===== src/rtl/dbg_pkg.sv =====
// Shared types and constants for the debug run controller: FSM states,
// config register addresses and reset defaults.
package dbg_pkg;

  typedef enum logic [1:0] {
    IDLE  = 2'd0,
    RUN   = 2'd1,
    BURST = 2'd2
  } state_t;

  localparam logic [1:0]  CFG_CTRL  = 2'd0;
  localparam logic [1:0]  CFG_BP    = 2'd1;
  localparam logic [1:0]  CFG_BURST = 2'd2;

  localparam logic [15:0] BURST_LEN_RST = 16'd1;

endpackage


===== src/rtl/dbg_run_ctrl_sync_edge.sv =====
// Two-flop synchronizer for an asynchronous level, with a registered copy
// of the synchronized level used to produce a one-cycle rising-edge pulse.
module sync_edge (
  input  logic clk,
  input  logic rst,
  input  logic d,
  output logic level,
  output logic rise
);

  logic meta, sync, sync_d;

  always_ff @(posedge clk) begin
    if (rst) begin
      meta   <= 1'b0;
      sync   <= 1'b0;
      sync_d <= 1'b0;
    end else begin
      meta   <= d;
      sync   <= meta;
      sync_d <= sync;
    end
  end

  assign level = sync;
  assign rise  = sync & ~sync_d;

endmodule


===== src/rtl/dbg_run_ctrl.sv =====
// Debug run controller: drives a registered CPU clock for free-run and burst
// stepping, with an optional PC breakpoint compiled in by `define DBG_BP_EN.
module dbg_run_ctrl
  import dbg_pkg::*;
(
  input  logic        clk,
  input  logic        rst,
  input  logic        run,
  input  logic        step,
  input  logic [31:0] pc,
  input  logic        cfg_we,
  input  logic [1:0]  cfg_addr,
  input  logic [31:0] cfg_wdata,
  output logic        clk_cpu,
  output logic        halted,
  output logic        bp_hit,
  output logic [31:0] cyc_cnt
);

  state_t      state, state_n;
  logic        clk_cpu_r, clk_cpu_n;
  logic [15:0] remaining, remaining_n;
  logic [15:0] burst_len;
  logic        run_s, step_p;
  logic        unused_run_rise, unused_step_level;
  logic        cpu_edge, bp_match, bp_set;

  sync_edge u_run_sync (
    .clk   (clk),
    .rst   (rst),
    .d     (run),
    .level (run_s),
    .rise  (unused_run_rise)
  );

  sync_edge u_step_sync (
    .clk   (clk),
    .rst   (rst),
    .d     (step),
    .level (unused_step_level),
    .rise  (step_p)
  );

  always_ff @(posedge clk) begin
    if (rst) begin
      state     <= IDLE;
      clk_cpu_r <= 1'b0;
      remaining <= 16'd0;
      cyc_cnt   <= 32'd0;
    end else begin
      state     <= state_n;
      clk_cpu_r <= clk_cpu_n;
      remaining <= remaining_n;
      if (cpu_edge) cyc_cnt <= cyc_cnt + 32'd1;
    end
  end

  // Exits happen only on the high half of a CPU cycle (or a breakpoint on
  // the low half), so clk_cpu never produces a short pulse.
  always_comb begin
    state_n     = state;
    clk_cpu_n   = 1'b0;
    remaining_n = remaining;
    cpu_edge    = 1'b0;
    bp_set      = 1'b0;
    case (state)
      IDLE: begin
        if (run_s) begin
          state_n = RUN;
        end else if (step_p) begin
          state_n     = BURST;
          remaining_n = (burst_len == 16'd0) ? 16'd1 : burst_len;
        end
      end
      RUN, BURST: begin
        if (!clk_cpu_r) begin
          if (bp_match) begin
            state_n = IDLE;
            bp_set  = 1'b1;
          end else begin
            clk_cpu_n = 1'b1;
            cpu_edge  = 1'b1;
            if (state == BURST) remaining_n = remaining - 16'd1;
          end
        end else begin
          if (state == RUN && !run_s) state_n = IDLE;
          if (state == BURST && remaining == 16'd0) state_n = IDLE;
        end
      end
      default: state_n = IDLE;
    endcase
  end

  always_ff @(posedge clk) begin
    if (rst) begin
      burst_len <= BURST_LEN_RST;
    end else if (cfg_we && cfg_addr == CFG_BURST) begin
      burst_len <= cfg_wdata[15:0];
    end
  end

`ifdef DBG_BP_EN
  logic        bp_en, skip, bp_hit_r;
  logic [31:0] bp_addr;

  // skip lets a resume from the breakpoint PC execute that instruction once.
  always_ff @(posedge clk) begin
    if (rst) begin
      bp_en    <= 1'b0;
      bp_addr  <= 32'd0;
      bp_hit_r <= 1'b0;
      skip     <= 1'b0;
    end else begin
      if (cfg_we && cfg_addr == CFG_CTRL) bp_en <= cfg_wdata[0];
      if (cfg_we && cfg_addr == CFG_BP) bp_addr <= cfg_wdata;
      if (cfg_we && cfg_addr == CFG_CTRL && cfg_wdata[1]) bp_hit_r <= 1'b0;
      else if (bp_set) bp_hit_r <= 1'b1;
      if (state == IDLE && state_n != IDLE) skip <= 1'b1;
      else if (cpu_edge) skip <= 1'b0;
    end
  end

  assign bp_match = bp_en && (pc == bp_addr) && !skip;
  assign bp_hit   = bp_hit_r;
`else
  logic unused_bits;

  assign bp_match    = 1'b0;
  assign bp_hit      = 1'b0;
  assign unused_bits = ^{pc, cfg_wdata, bp_set};
`endif

  assign clk_cpu = clk_cpu_r;
  assign halted  = (state == IDLE);

endmodule


===== config.mk =====
export PLATFORM = sky130hd
export DESIGN_NAME = dbg_run_ctrl
export DESIGN_NICKNAME = d
export VERILOG_FILES = /design/src/rtl/dbg_pkg.sv /design/src/rtl/dbg_run_ctrl_sync_edge.sv /design/src/rtl/dbg_run_ctrl.sv
export SDC_FILE = /design/constraint.sdc
export NUM_CORES = 1
export LEC_CHECK = 0
export CORE_ASPECT_RATIO = 0.8
export CORE_MARGIN = 5
export CORE_UTILIZATION = 52
export DETAILED_ROUTE_END_ITERATION = 16
export PLACE_DENSITY = 0.95
export SLEW_MARGIN = 20
export SYNTH_ARGS = -nofsm -noshare
export SYNTH_HDL_FRONTEND = slang
export SYNTH_SLANG_ARGS = --single-unit

===== constraint.sdc =====
create_clock -name clk -period 6.25 [get_ports clk]
set_input_delay 0.9375 -clock clk [delete_from_list [all_inputs] [get_ports clk]]
set_output_delay 0.9375 -clock clk [all_outputs]
set_load 0.02 [all_outputs]

## Yosys cells after proc, flatten, opt, wreduce, memory -nomap -nowiden

Index checks and enable logic that the tools add are counted.

- Register bits after elaboration: 72
- Bits of input ports: 71
- Output and inout port bits: 35
- Word-level logic and storage cells: 49

- Add/sub/neg operators: 2
- Equality and inequality tests: 10
- Multiplexer cells: 14
- Bitwise operators: 2
- Reductions and logical operators: 11

Operators with widths:

| cell | number |
|---|---|
| $mux 16 | 5 |
| $add 32x1->32 const B | 1 |
| $logic_not 16->1 | 2 |
| $pmux 16 s2 | 1 |
| $sub 16x1->16 const B | 1 |
| $mux 2 | 5 |
| $ne 2x2->1 const B | 4 |
| $reduce_and 5->1 | 1 |
| $eq 2x2->1 const B | 2 |
| $pmux 2 s2 | 1 |
| $logic_and 1x1->1 | 3 |
| $ne 3x1->1 const B | 1 |
| $ne 3x3->1 const B | 1 |
| $reduce_and 3->1 | 1 |
| $eq 2x1->1 const B | 1 |
| $logic_not 2->1 | 1 |
| $mux 1 | 2 |
| $ne 2x1->1 const B | 1 |
| $reduce_bool 2->1 | 1 |
| $reduce_or 2->1 | 1 |
| $and 1x1->1 | 1 |
| $logic_not 1->1 | 1 |
| $not 1->1 | 1 |

## Depth between registers and ports, before layout

Gate-level depths: netlist of the first run.

- Depth in word-level cells: 6
- Mapped depth: 8
- Gate-level depth less buffers: 6

## Modules after synthesis

Synthesis of the first run repeated with hierarchy kept, for this count alone.

- Cell total of the unflattened synthesis: 435
- Area, all modules: 3574.7 um^2

Modules (own cells, without submodules):

| module | instances | cells an instance | area each (um^2) | seq. area each (um^2) |
|---|---|---|---|---|
| dbg_run_ctrl | 1 | 421 | 3399.5 | 1341.3 |
| sync_edge | 2 | 7 | 87.6 | 60.1 |

## Worst setup path before layout of the first run

OpenSTA, ideal clock, no wires.

- Path kind: register to register
- Start point: reg state[0]
- End point: reg cyc_cnt[25]
- Setup time: 0.123 ns
- Data arrival time: 1.970 ns
- Required time: 6.127 ns
- Slack: 4.157 ns
- Stages on the path, launching flop included: 8
- Path buffers: 1
- Period minus slack after synthesis: 2.093 ns
- Path through: dfxtp_1 -> inv_1 -> ha_1 -> and4b_1 -> nand4_4 -> buf_2 -> nor4_2 -> mux2_1

- Word-level cells in the longest chain between the ends: 3
- Elaborated cells on any way between the ends: 4
- Those cells by class: eq/ne: 2; mux: 1; reduce/logical: 1

Ends and longest elaborated chain:

| item | line | RTL |
|---|---|---|
| start, declared | dbg_run_ctrl.sv:20 | `state_t state, state_n;` |
| start signal, assigned | dbg_run_ctrl.sv:51 | `state <= state_n;` |
| $eq 2x2->1 / $eq 2x1->1 (equally long branches) | dbg_run_ctrl.sv:66 | `case (state)` |
| $reduce_or 2->1 (*) | dbg_run_ctrl.sv:66 |  |
| $mux 1 (*) | - |  |
| end signal, assigned | dbg_run_ctrl.sv:54 | `if (cpu_edge) cyc_cnt <= cyc_cnt + 32'd1;` |
| end, declared | dbg_run_ctrl.sv:17 | `output logic [31:0] cyc_cnt` |

Every way passes the cells marked *; elsewhere a longest branch is shown, timed or not.
A chain may end at the register's enable or synchronous reset.

## Worst setup path in the final report of the first run

- Start point: reg state[1]
- End point: out halted

- Word-level cells in the longest chain between the ends: 1

Ends and longest elaborated chain:

| item | line | RTL |
|---|---|---|
| $logic_not 2->1 | dbg_run_ctrl.sv:134 | `assign halted = (state == IDLE);` |
| end, declared | dbg_run_ctrl.sv:15 | `output logic halted,` |

No other way between the ends.

==> out/results.txt, run 1 <==
worst hold margin: 0.460 ns
area of the multi-input gates: 0.00205 sq mm
Max-Cap Viols: 0
CP Max Fanout: 6
gate count of the mapped netlist: 446
Hold Path End: u_run_sync.level
first-pass GRT wire length: 15300 microns
Final TNS setup: 0 ns
Max Root-Sink Buffers: 2
number of port buffers: 56
ant diodes: 0
total number of vias: 3476
DR pass1 iterations: 5
Int Power: 979 uW
CTS root buf: clkbuf_8
Std-Cell Rows: 27
Logic pwr share: 32.0%
syn avg cell area: 8.29 sq um
Slew Viols, Final: 0
Final Hold Fails: 0
Synth Flop Type: dfxtp_1
crit path DAT: 1.72 ns
antenna violations before repair: 0
Required @ worst endpoint: 5.31 ns
die height: 85.4 microns
FF/Latch Area: 0.00144 sq mm
final instance count without filler cells: 586
Syn. warnings: 0
fin nets: 571
fmax: 0.376 GHz
Avg WL per Cell: 15.1 microns
Layout area overhead: 22.5%
post_cts resized: 0
FFs w/ async S/R, synth: 0%
postcts setup bufs: 0
DRT iter0 DRCs: 389
Final Util: 65.7%
placer congestion estimate: 0.886
CTS sink cnt: 72
power density over the cells: 323 mW/mm^2
placed insts: 570
Reg2Reg Setup Slack: 3.66 ns
register area share after synthesis: 39.0%
Crit. End Element: output port
CTS tree: yes
status: complete, no violations
Clock Skew: 0.00641 ns
maximum number of pins on one net before global-route repair: 84
Sw Share: 33.0%
Skew-Pair Late Insertion Delay: 0.35 ns
final setup vio count: 0
library cells used by synthesis: 61
Detailed Place HPWL: 6120 microns
cell depth of the worst min-delay path: 1
final critical-path share of the clock period: 42.6%
relative slew slack: 35.5%
H-tree depth: 3
synthesized cell area: 0.00370 sq mm
switching power: 483 uW
syn nets: 523
unrepaired setup endpoints after global routing: no
Seq cells post-synth: 72
clk slew on worst S/H paths: 0.07 ns
reg2reg path depth: 7
layout cell share with drive strength beyond 1: 9.02%
GRT overflow: 0
r2r startpoint: state[0]
min-delay worst type: flop to flop
Placeable Area: 0.00689 sq mm
CTS Hold Bufs: 0
worst slack, placed: 3.67 ns
gr usage total: 20.2%
worst vdd ir: 0.000175 V
Critical path origin: state[1]
number of enable flip-flop cells after synthesis: 0
reg2reg end: remaining[0]
Fill cells: 572
Slew @ Worst Pin: 0.959 ns
CP startpoint kind: flop
I/O Pins: 106
setup ws final: 3.59 ns
CTS Buf Count: 9
die area: 0.00890 sq mm
routed wire length: 8880 microns
Initial Utilization: 53.6%
Crit Path Class: flop to output port
Die X: 104 microns
Hold Startpoint: u_run_sync.meta
Clock Power Share: 31.7%
LEAKAGE: 1.57 nW
part of the power in registers: 36.3%
drt via density: 5.93
Final min period: 2.66 ns
DRC Markers: 0
Routed Antenna Nets: 0
vias in the first global route: 3379
-- power by group through the flow --
| stage | registers [mW] | logic [mW] | clock network (mW) |
|---|---|---|---|
| 6_report | 0.530 | 0.468 | 0.463 |
| 5_1_grt | 0.535 | 0.519 | 0.489 |
| 4_1_cts | 0.529 | 0.465 | 0.465 |
| 3_5_place_dp | 0.538 | 0.459 | 0 |
| 3_3_place_gp | 0.536 | 0.438 | 0 |
| 2_1_floorplan | 0.537 | 0.334 | 0 |
-- cells in the mapped netlist (all sizes together), types with 2 or more instances --
cell     n  area share (%)
dfxtp   72              39
nand2   55             5.6
a21oi   43             5.8
nor2    28             2.8
nor2b   26             4.4
inv     19             1.9
clkbuf  18             2.4
nand4   17             3.5
o21ai   14             1.9
nand3   13             1.8
nor3    12             1.8
nor4    12             2.8
mux2     9             2.7
nand2b   8             1.4
buf      7             1.2
o32ai    7             1.7
xor2     7             1.7
ha       6             2.0
nand4b   6             1.4
or3      6             1.0
a31oi    5            0.85
a41oi    5             1.2
and4     5             1.3
and3     4            0.71
o41ai    4            0.95
xnor2    4            0.95
a21boi   3            0.61
and2     3            0.54
and4b    3            0.81
nand3b   3            0.61
o31ai    3            0.61
or4      3            0.71
a221oi   2            0.47
mux2i    2            0.54
-- per-stage QoR --
step	cell area [sq um]	total power, mW
finish	4530	1.46
global route	4530	1.54
CTS	4530	1.46
detailed placement	4280	0.997
global placement	4280	0.974
floorplan	3700	0.871
-- state kept, by name, indices dropped and copies added (netlist names) --
name and count:
burst_len 16, u_step_sync.sync_d 1, u_step_sync.level 1, clk_cpu 1
remaining 16, u_step_sync.meta 1, u_run_sync.level 1, cyc_cnt 32
state 2, u_run_sync.meta 1
-- kinds of logic (layout without fill, tap and decap cells) --
logic type      after synthesis  count (layout)  synth area share, %
fa+ha+maj                     6               6                 2.03
buf+inv                      44              97                 5.45
other cells                   1               1                0.101
compound gates               93              93                 15.6
flops                        72              72                 39.0
mux                          11              11                 3.28
simple gates                208             208                 31.9
xor+xnor                     11              11                 2.61
-- worst max-delay path, stage by stage, from the launching register on --
cell and delay (ns):
dfxtp_1 0.33, inv_1 0.10, ha_1 0.30, clkdlybuf4s50_1 0.65
-- cell usage in the layout, fill, tap and decap left out, drive strengths merged, types with 6 or more instances in the layout --
cell           count
nor3              12
clkdlybuf4s50     55
nand4b             6
nand4             17
nand2b             8
buf                7
nor4              12
dfxtp             72
xor2               7
mux2               9
inv               19
nor2b             26
o32ai              7
nor2              28
or3                6
nand2             55
a21oi             43
ha                 6
o21ai             14
nand3             13
clkbuf            11
-- metal layers --
layer  up-vias  wire (microns)  part of all wire [%]  GRT usage [%]
li1       1707               -                     -              -
met1      1618            3870                    44           25.0
met2       134            4310                    49           33.9
met3        17             562                   6.3           5.48
met4         0             133                   1.5           6.71
met5         -               0                     0              0
-- cell type report --
type | count | share of cell area (%)
timing repair buffer | 62 | 13.3
clock inverter | 5 | 2.27
multi-input combinational | 330 | 45.3
tap | 87 | 2.40
clock buffer | 11 | 3.34
inverter | 19 | 1.57
sequential | 72 | 31.8
-- how the worst max path moves through the flow --
| stage | cells after the start | end | slack [ns] |
|---|---|---|---|
| after floorplan | 7 | cyc_cnt[25] | 4.16 |
| after global placement | 7 | remaining[0] | 3.76 |
| after detailed placement | 7 | remaining[0] | 3.67 |
| after CTS | 3 | halted | 3.59 |
| after global routing | 7 | remaining[0] | 3.51 |
| final | 3 | halted | 3.59 |
Note: power is estimated with default switching activity, not from simulation.
==> run 2: changes to the inputs <==
--- a/config.mk
+++ b/config.mk
@@ -7,9 +7,9 @@
 export LEC_CHECK = 0
 export CORE_ASPECT_RATIO = 0.8
 export CORE_MARGIN = 5
-export CORE_UTILIZATION = 52
+export CORE_UTILIZATION = 48
 export DETAILED_ROUTE_END_ITERATION = 16
-export PLACE_DENSITY = 0.95
+export PLACE_DENSITY = 0.92
 export SLEW_MARGIN = 20
 export SYNTH_ARGS = -nofsm -noshare
 export SYNTH_HDL_FRONTEND = slang
==> constraint.sdc (replaced) <==
create_clock -name clk -period 2.6 [get_ports clk]
set_input_delay 0.39 -clock clk [delete_from_list [all_inputs] [get_ports clk]]
set_output_delay 0.39 -clock clk [all_outputs]
set_load 0.02 [all_outputs]
==> run 2 against run 1 <==
Effect of this change: combinational power increased to 2.5 times the previous value; register-to-register slack got worse by 3.5 ns; critical endpoint is now cyc_cnt[20]; via count increased by 0.66%; design area increased by 0.97%; largest power group unchanged; largest cell class unchanged; clock power increased by 130%; hold slack got worse by 0.0019 ns; critical path depth increased by 3.
==> out/results.txt, run 2 (synthesized netlist as in run 1, its figures left out) <==
status: complete, no violations
LEAKAGE: 1.58 nW (+1.1%)
Max Root-Sink Buffers: 2 (unchanged)
Final TNS setup: 0 ns (unchanged)
CTS tree: yes
first-pass GRT wire length: 15200 microns (-0.45%)
Initial Utilization: 49.5% (-4.1 points)
unrepaired setup endpoints after global routing: no
I/O Pins: 106 (unchanged)
worst vdd ir: 0.000436 V (+150%)
drt via density: 5.75 (-3.0%)
Layout area overhead: 23.7%
min-delay worst type: flop to flop
total number of vias: 3499 (+0.66%)
CP Max Fanout: 10 (+4)
Skew-Pair Late Insertion Delay: 0.35 ns (about the same)
worst hold margin: 0.458 ns (-0.00194 ns)
Routed Antenna Nets: 0 (unchanged)
instance area at placement: 0.00433 sq mm (+1.2%)
post_cts resized: 0 (unchanged)
Regs by FF count: cyc_cnt (32), burst_len (16), remaining (16)
die area: 0.00957 sq mm (+7.4%)
final setup vio count: 0 (unchanged)
CTS Hold Bufs: 0 (unchanged)
fin nets: 575 (+0.70%)
DRC Markers: 0 (unchanged)
Avg WL per Cell: 14.9 microns (-1.9%)
GRT overflow: 0 (unchanged)
Slew @ Worst Pin: 0.839 ns (-0.120 ns)
gr usage total: 19.7% (-0.48 points)
Crit. End Element: flop
Placeable Area: 0.00746 sq mm (+8.3%)
number of port buffers: 56 (unchanged)
CP startpoint kind: flop
Die X: 108 microns (+3.7%)
Most flops, register: cyc_cnt
most frequent cells in the layout: 72 x dfxtp_1, 55 x nand2_1, 55 x clkdlybuf4s50_1
Final min period: 2.40 ns
Clock Skew: 0.0129 ns (+0.00652 ns)
CTS sink cnt: 72 (unchanged)
antenna violations before repair: 0 (unchanged)
Final Util: 61.3% (-4.4 points)
placer congestion estimate: 0.868 (-2.0%)
Required @ worst endpoint: 2.89 ns (-2.42 ns)
final critical-path share of the clock period: 92.3%
Fill cells: 625 (+9.3%)
fmax: 0.417 GHz
die height: 88.5 microns (+3.6%)
Std-Cell Rows: 28 (+3.7%)
Crit Path Class: flop to flop
H-tree depth: 3 (unchanged)
ant diodes: 0 (unchanged)
crit path DAT: 2.69 ns (+0.97 ns)
relative slew slack: 43.5% (+8.1 points)
Detailed Place HPWL: 6490 microns (+6.0%)
DRT iter0 DRCs: 391 (+0.51%)
Final Hold Fails: 0 (unchanged)
routed wire length: 9040 microns (+1.8%)
maximum number of pins on one net before global-route repair: 47 (-44%)
postcts setup bufs: 0 (unchanged)
clk slew on worst S/H paths: 0.08 ns (about the same)
commonest non-fill, non-tap cell in the layout: dfxtp_1
max reg flops: 32 (unchanged)
vias in the first global route: 3373 (-0.18%)
Max-Cap Viols: 0 (unchanged)
DR pass1 iterations: 5 (unchanged)
layout cell share with drive strength beyond 1: 9.54% (+0.52 points)
power density over the cells: 771 mW/mm^2 (+140%)
Slew Viols, Final: 0 (unchanged)
CTS Buf Count: 9 (unchanged)
CTS root buf: clkbuf_8
design area: 0.00457 sq mm (+0.97%)
[run 2: final timing paths]
| kind | startpoint | to | slack [ns] | cells past startpoint |
|---|---|---|---|---|
| worst max register to register | state[0] | cyc_cnt[20] | 0.20 | 6 |
| worst max-delay path | state[0] | cyc_cnt[20] | 0.20 | 6 |
| worst min-delay path | u_step_sync.meta | u_step_sync.level | 0.46 | 1 |
| worst min register to register | u_step_sync.meta | u_step_sync.level | 0.46 | 1 |
[run 2: layout make-up]
class / count / area, sq um / area share, %
clock buffers: 11 / 141 / 3.09
clock inverters: 5 / 104 / 2.27
inverters: 19 / 71.3 / 1.56
multi-input cells: 330 / 2050 / 44.9
flip-flops and latches: 72 / 1440 / 31.5
well taps: 105 / 131 / 2.87
repair buffers: 66 / 631 / 13.8
[run 2: per-layer routing]
layer	vias to the layer above	wire, microns	GRT usage (%)
li1	1706	-	-
met1	1630	4100	25.0
met2	149	4200	31.9
met3	14	676	6.78
met4	0	65	5.73
met5	-	0	0
[run 2: worst max-delay path, cell delays in order, from the launching register on]
cell and delay (ns):
dfxtp_1 0.39, inv_1 0.09, ha_1 0.40, and4b_1 0.39
nand4_1 0.39, or4_1 0.52, a21oi_1 0.15
[run 2: through the flow]
stage	power [mW]	std cells	setup slack, ns
2_1_floorplan	2.09	446	0.507
3_3_place_gp	2.36	592	0.323
3_5_place_dp	2.43	592	0.252
4_1_cts	3.51	608	0.226
5_1_grt	3.72	608	0.0389
6_report	3.53	608	0.200
[run 2: where the power goes]
group          switching [mW]  internal [mW]
clock                   0.416          0.664
combinational           0.685          0.487
sequential             0.0851           1.19
==> run 3: changes to the inputs <==
==> constraint.sdc (replaced) <==
create_clock -name clk -period 2.3 [get_ports clk]
set_input_delay 0.345 -clock clk [delete_from_list [all_inputs] [get_ports clk]]
set_output_delay 0.345 -clock clk [all_outputs]
set_load 0.02 [all_outputs]
==> run 3 against run 2 <==
Effect of this change: setup slack worse by 0.11 ns; critical path depth did not move; routed wire length about the same; design area fell by 0.11%; hold slack worse by 0.041 ns; via count shrank 2.6%; clock skew shrank 0.0029 ns; combinational power up 13%; sequential share of layout area barely moved; clock-buffer cell count is 1 lower; die area unchanged; critical endpoint is now cyc_cnt[21]; largest power group unchanged.
==> out/results.txt, run 3 (synthesized netlist as in run 1, its figures left out) <==
status: complete, no violations
Crit Path Class: flop to flop
CTS sink cnt: 72 (unchanged)
CTS root buf: clkbuf_8
worst slack, placed: 0.108 ns (-0.144 ns)
layout cell share with drive strength beyond 1: 10.8% (+1.3 points)
Routed Antenna Nets: 0 (unchanged)
CTS Buf Count: 9 (unchanged)
H-tree depth: 3 (unchanged)
vias in the first global route: 3251 (-3.6%)
Clock Skew: 0.0100 ns (-0.00291 ns)
Logic pwr share: 35.3% (+2.0 points)
area of the multi-input gates: 0.00206 sq mm (+0.43%)
setup ws final: 0.0914 ns (-0.109 ns)
Int Power: 2.41 mW (+3.2%)
Required @ worst endpoint: 2.54 ns (-0.35 ns)
CP startpoint kind: flop
die area: 0.00957 sq mm (unchanged)
part of the power in registers: 38.6% (+2.5 points)
worst vdd ir: 0.000387 V (-11%)
Sw Share: 35.2% (+1.6 points)
final setup vio count: 0 (unchanged)
FF/Latch Area: 0.00144 sq mm (unchanged)
crit path DAT: 2.45 ns (-0.24 ns)
final critical-path share of the clock period: 96.0% (+3.7 points)
DRC Markers: 0 (unchanged)
Detailed Place HPWL: 6480 microns (-0.16%)
Final Hold Fails: 0 (unchanged)
die height: 88.5 microns (unchanged)
gr usage total: 19.4% (-0.29 points)
Slew @ Worst Pin: 0.585 ns (-0.255 ns)
DRT iter0 DRCs: 237 (-39%)
unrepaired setup endpoints after global routing: yes
relative slew slack: 60.7% (+17 points)
worst hold margin: 0.417 ns (-0.0411 ns)
DR pass1 iterations: 5 (unchanged)
antenna violations before repair: 0 (unchanged)
fin nets: 581 (+1.0%)
Skew-Pair Late Insertion Delay: 0.34 ns (about the same)
I/O Pins: 106 (unchanged)
Fill cells: 646 (+3.4%)
most frequent cells in the layout: 72 x dfxtp_1, 55 x nand2_1, 55 x clkdlybuf4s50_1
ant diodes: 0 (unchanged)
number of port buffers: 56 (unchanged)
Layout area overhead: 23.6%
total number of vias: 3409 (-2.6%)
Slew Viols, Final: 0 (unchanged)
clk slew on worst S/H paths: 0.08 ns (about the same)
Max Root-Sink Buffers: 2 (unchanged)
CTS tree: yes
Most flops, register: cyc_cnt
max reg flops: 32 (unchanged)
GRT overflow: 0 (unchanged)
placer congestion estimate: 0.873 (+0.52%)
LEAKAGE: 1.58 nW (-0.32%)
maximum number of pins on one net before global-route repair: 47 (unchanged)
Crit. End Element: flop
drt via density: 5.56 (-3.4%)
Initial Utilization: 49.5% (unchanged)
power density over the cells: 816 mW/mm^2 (+5.9%)
min-delay worst type: input pin to flop
commonest non-fill, non-tap cell in the layout: dfxtp_1
placed insts: 597 (+0.84%)
Final min period: 2.21 ns (-0.191 ns)
total power: 3.73 mW (+5.7%)
Max-Cap Viols: 0 (unchanged)
CP Max Fanout: 13 (+3)
fmax: 0.453 GHz (+8.7%)
Clock Power Share: 26.0% (-4.6 points)
Avg WL per Cell: 14.7 microns (-0.89%)
Final TNS setup: 0 ns (unchanged)
first-pass GRT wire length: 15000 microns (-1.2%)
Std-Cell Rows: 28 (unchanged)
switching power: 1.31 mW (+11%)
Placeable Area: 0.00746 sq mm (unchanged)
final instance count without filler cells: 613 (+0.82%)
routed wire length: 9030 microns (about the same)
Die X: 108 microns (unchanged)
Regs by FF count: cyc_cnt (32), burst_len (16), remaining (16)
-- run 3: changes by cell type in the layout (fill, tap and decap cells not counted) --
cell,delta
nor4_1,-1
nand2b_1,-1
clkinvlp_4,+2
nand2b_2,+1
nor4_2,+1
clkbuf_8,-1
buf_4,+6
bufinv_16,-2
-- run 3: cell type report --
type / instances / area share, %
Clock buffer: 10 / 2.79
Clock inverter: 5 / 1.29
Inverter: 19 / 1.56
Multi-Input combinational cell: 330 / 45.1
Sequential cell: 72 / 31.6
Tap cell: 105 / 2.88
Timing Repair Buffer: 72 / 14.8
-- run 3: metrics by stage --
step	util, %	area [sq um]
2_1_floorplan	-	3700
3_3_place_gp	58.5	4370
3_5_place_dp	58.5	4370
4_1_cts	61.0	4550
5_1_grt	61.2	4570
6_report	61.2	4570
-- run 3: path summary, 6_finish.rpt --
check | from | end | slack, ns | cells past startpoint
worst max-delay path | state[0] | cyc_cnt[21] | 0.09 | 6
worst min-delay path | rst | cyc_cnt[14] | 0.42 | 2
worst max register to register | state[0] | cyc_cnt[21] | 0.09 | 6
worst min register to register | u_run_sync.meta | u_run_sync.level | 0.46 | 1
-- run 3: layer usage --
layer  part of all wire, %  vias up  global-route usage (%)
met3                   6.7       10                    4.67
met2                    46      115                    30.8
met1                    46     1564                    26.0
met4                   1.0        0                    6.88
li1                      -     1720                       -
met5                     0        -                       0
-- run 3: power groups by stage --
stage	Sequential, mW	Clock [mW]	Combinational [mW]
finish	1.44	0.970	1.32
global route	1.45	1.04	1.45
CTS	1.44	0.986	1.30
detailed placement	1.47	0	1.29
global placement	1.46	0	1.27
floorplan	1.46	0	0.909
-- run 3: timing repair --
action,CTS,global route
endpoints found under the setup margin,0,7
setup buffers,0,1
resized for setup,0,2
hold endpoints to repair,0,0
hold buffers,0,0
-- run 3: worst max-delay path, cell delays in order, from the launching register on --
cell     delay, ns
dfxtp_1       0.40
inv_1         0.08
ha_1          0.29
and4b_1       0.29
nand4_4       0.28
nor4_2        0.40
mux2_2        0.36
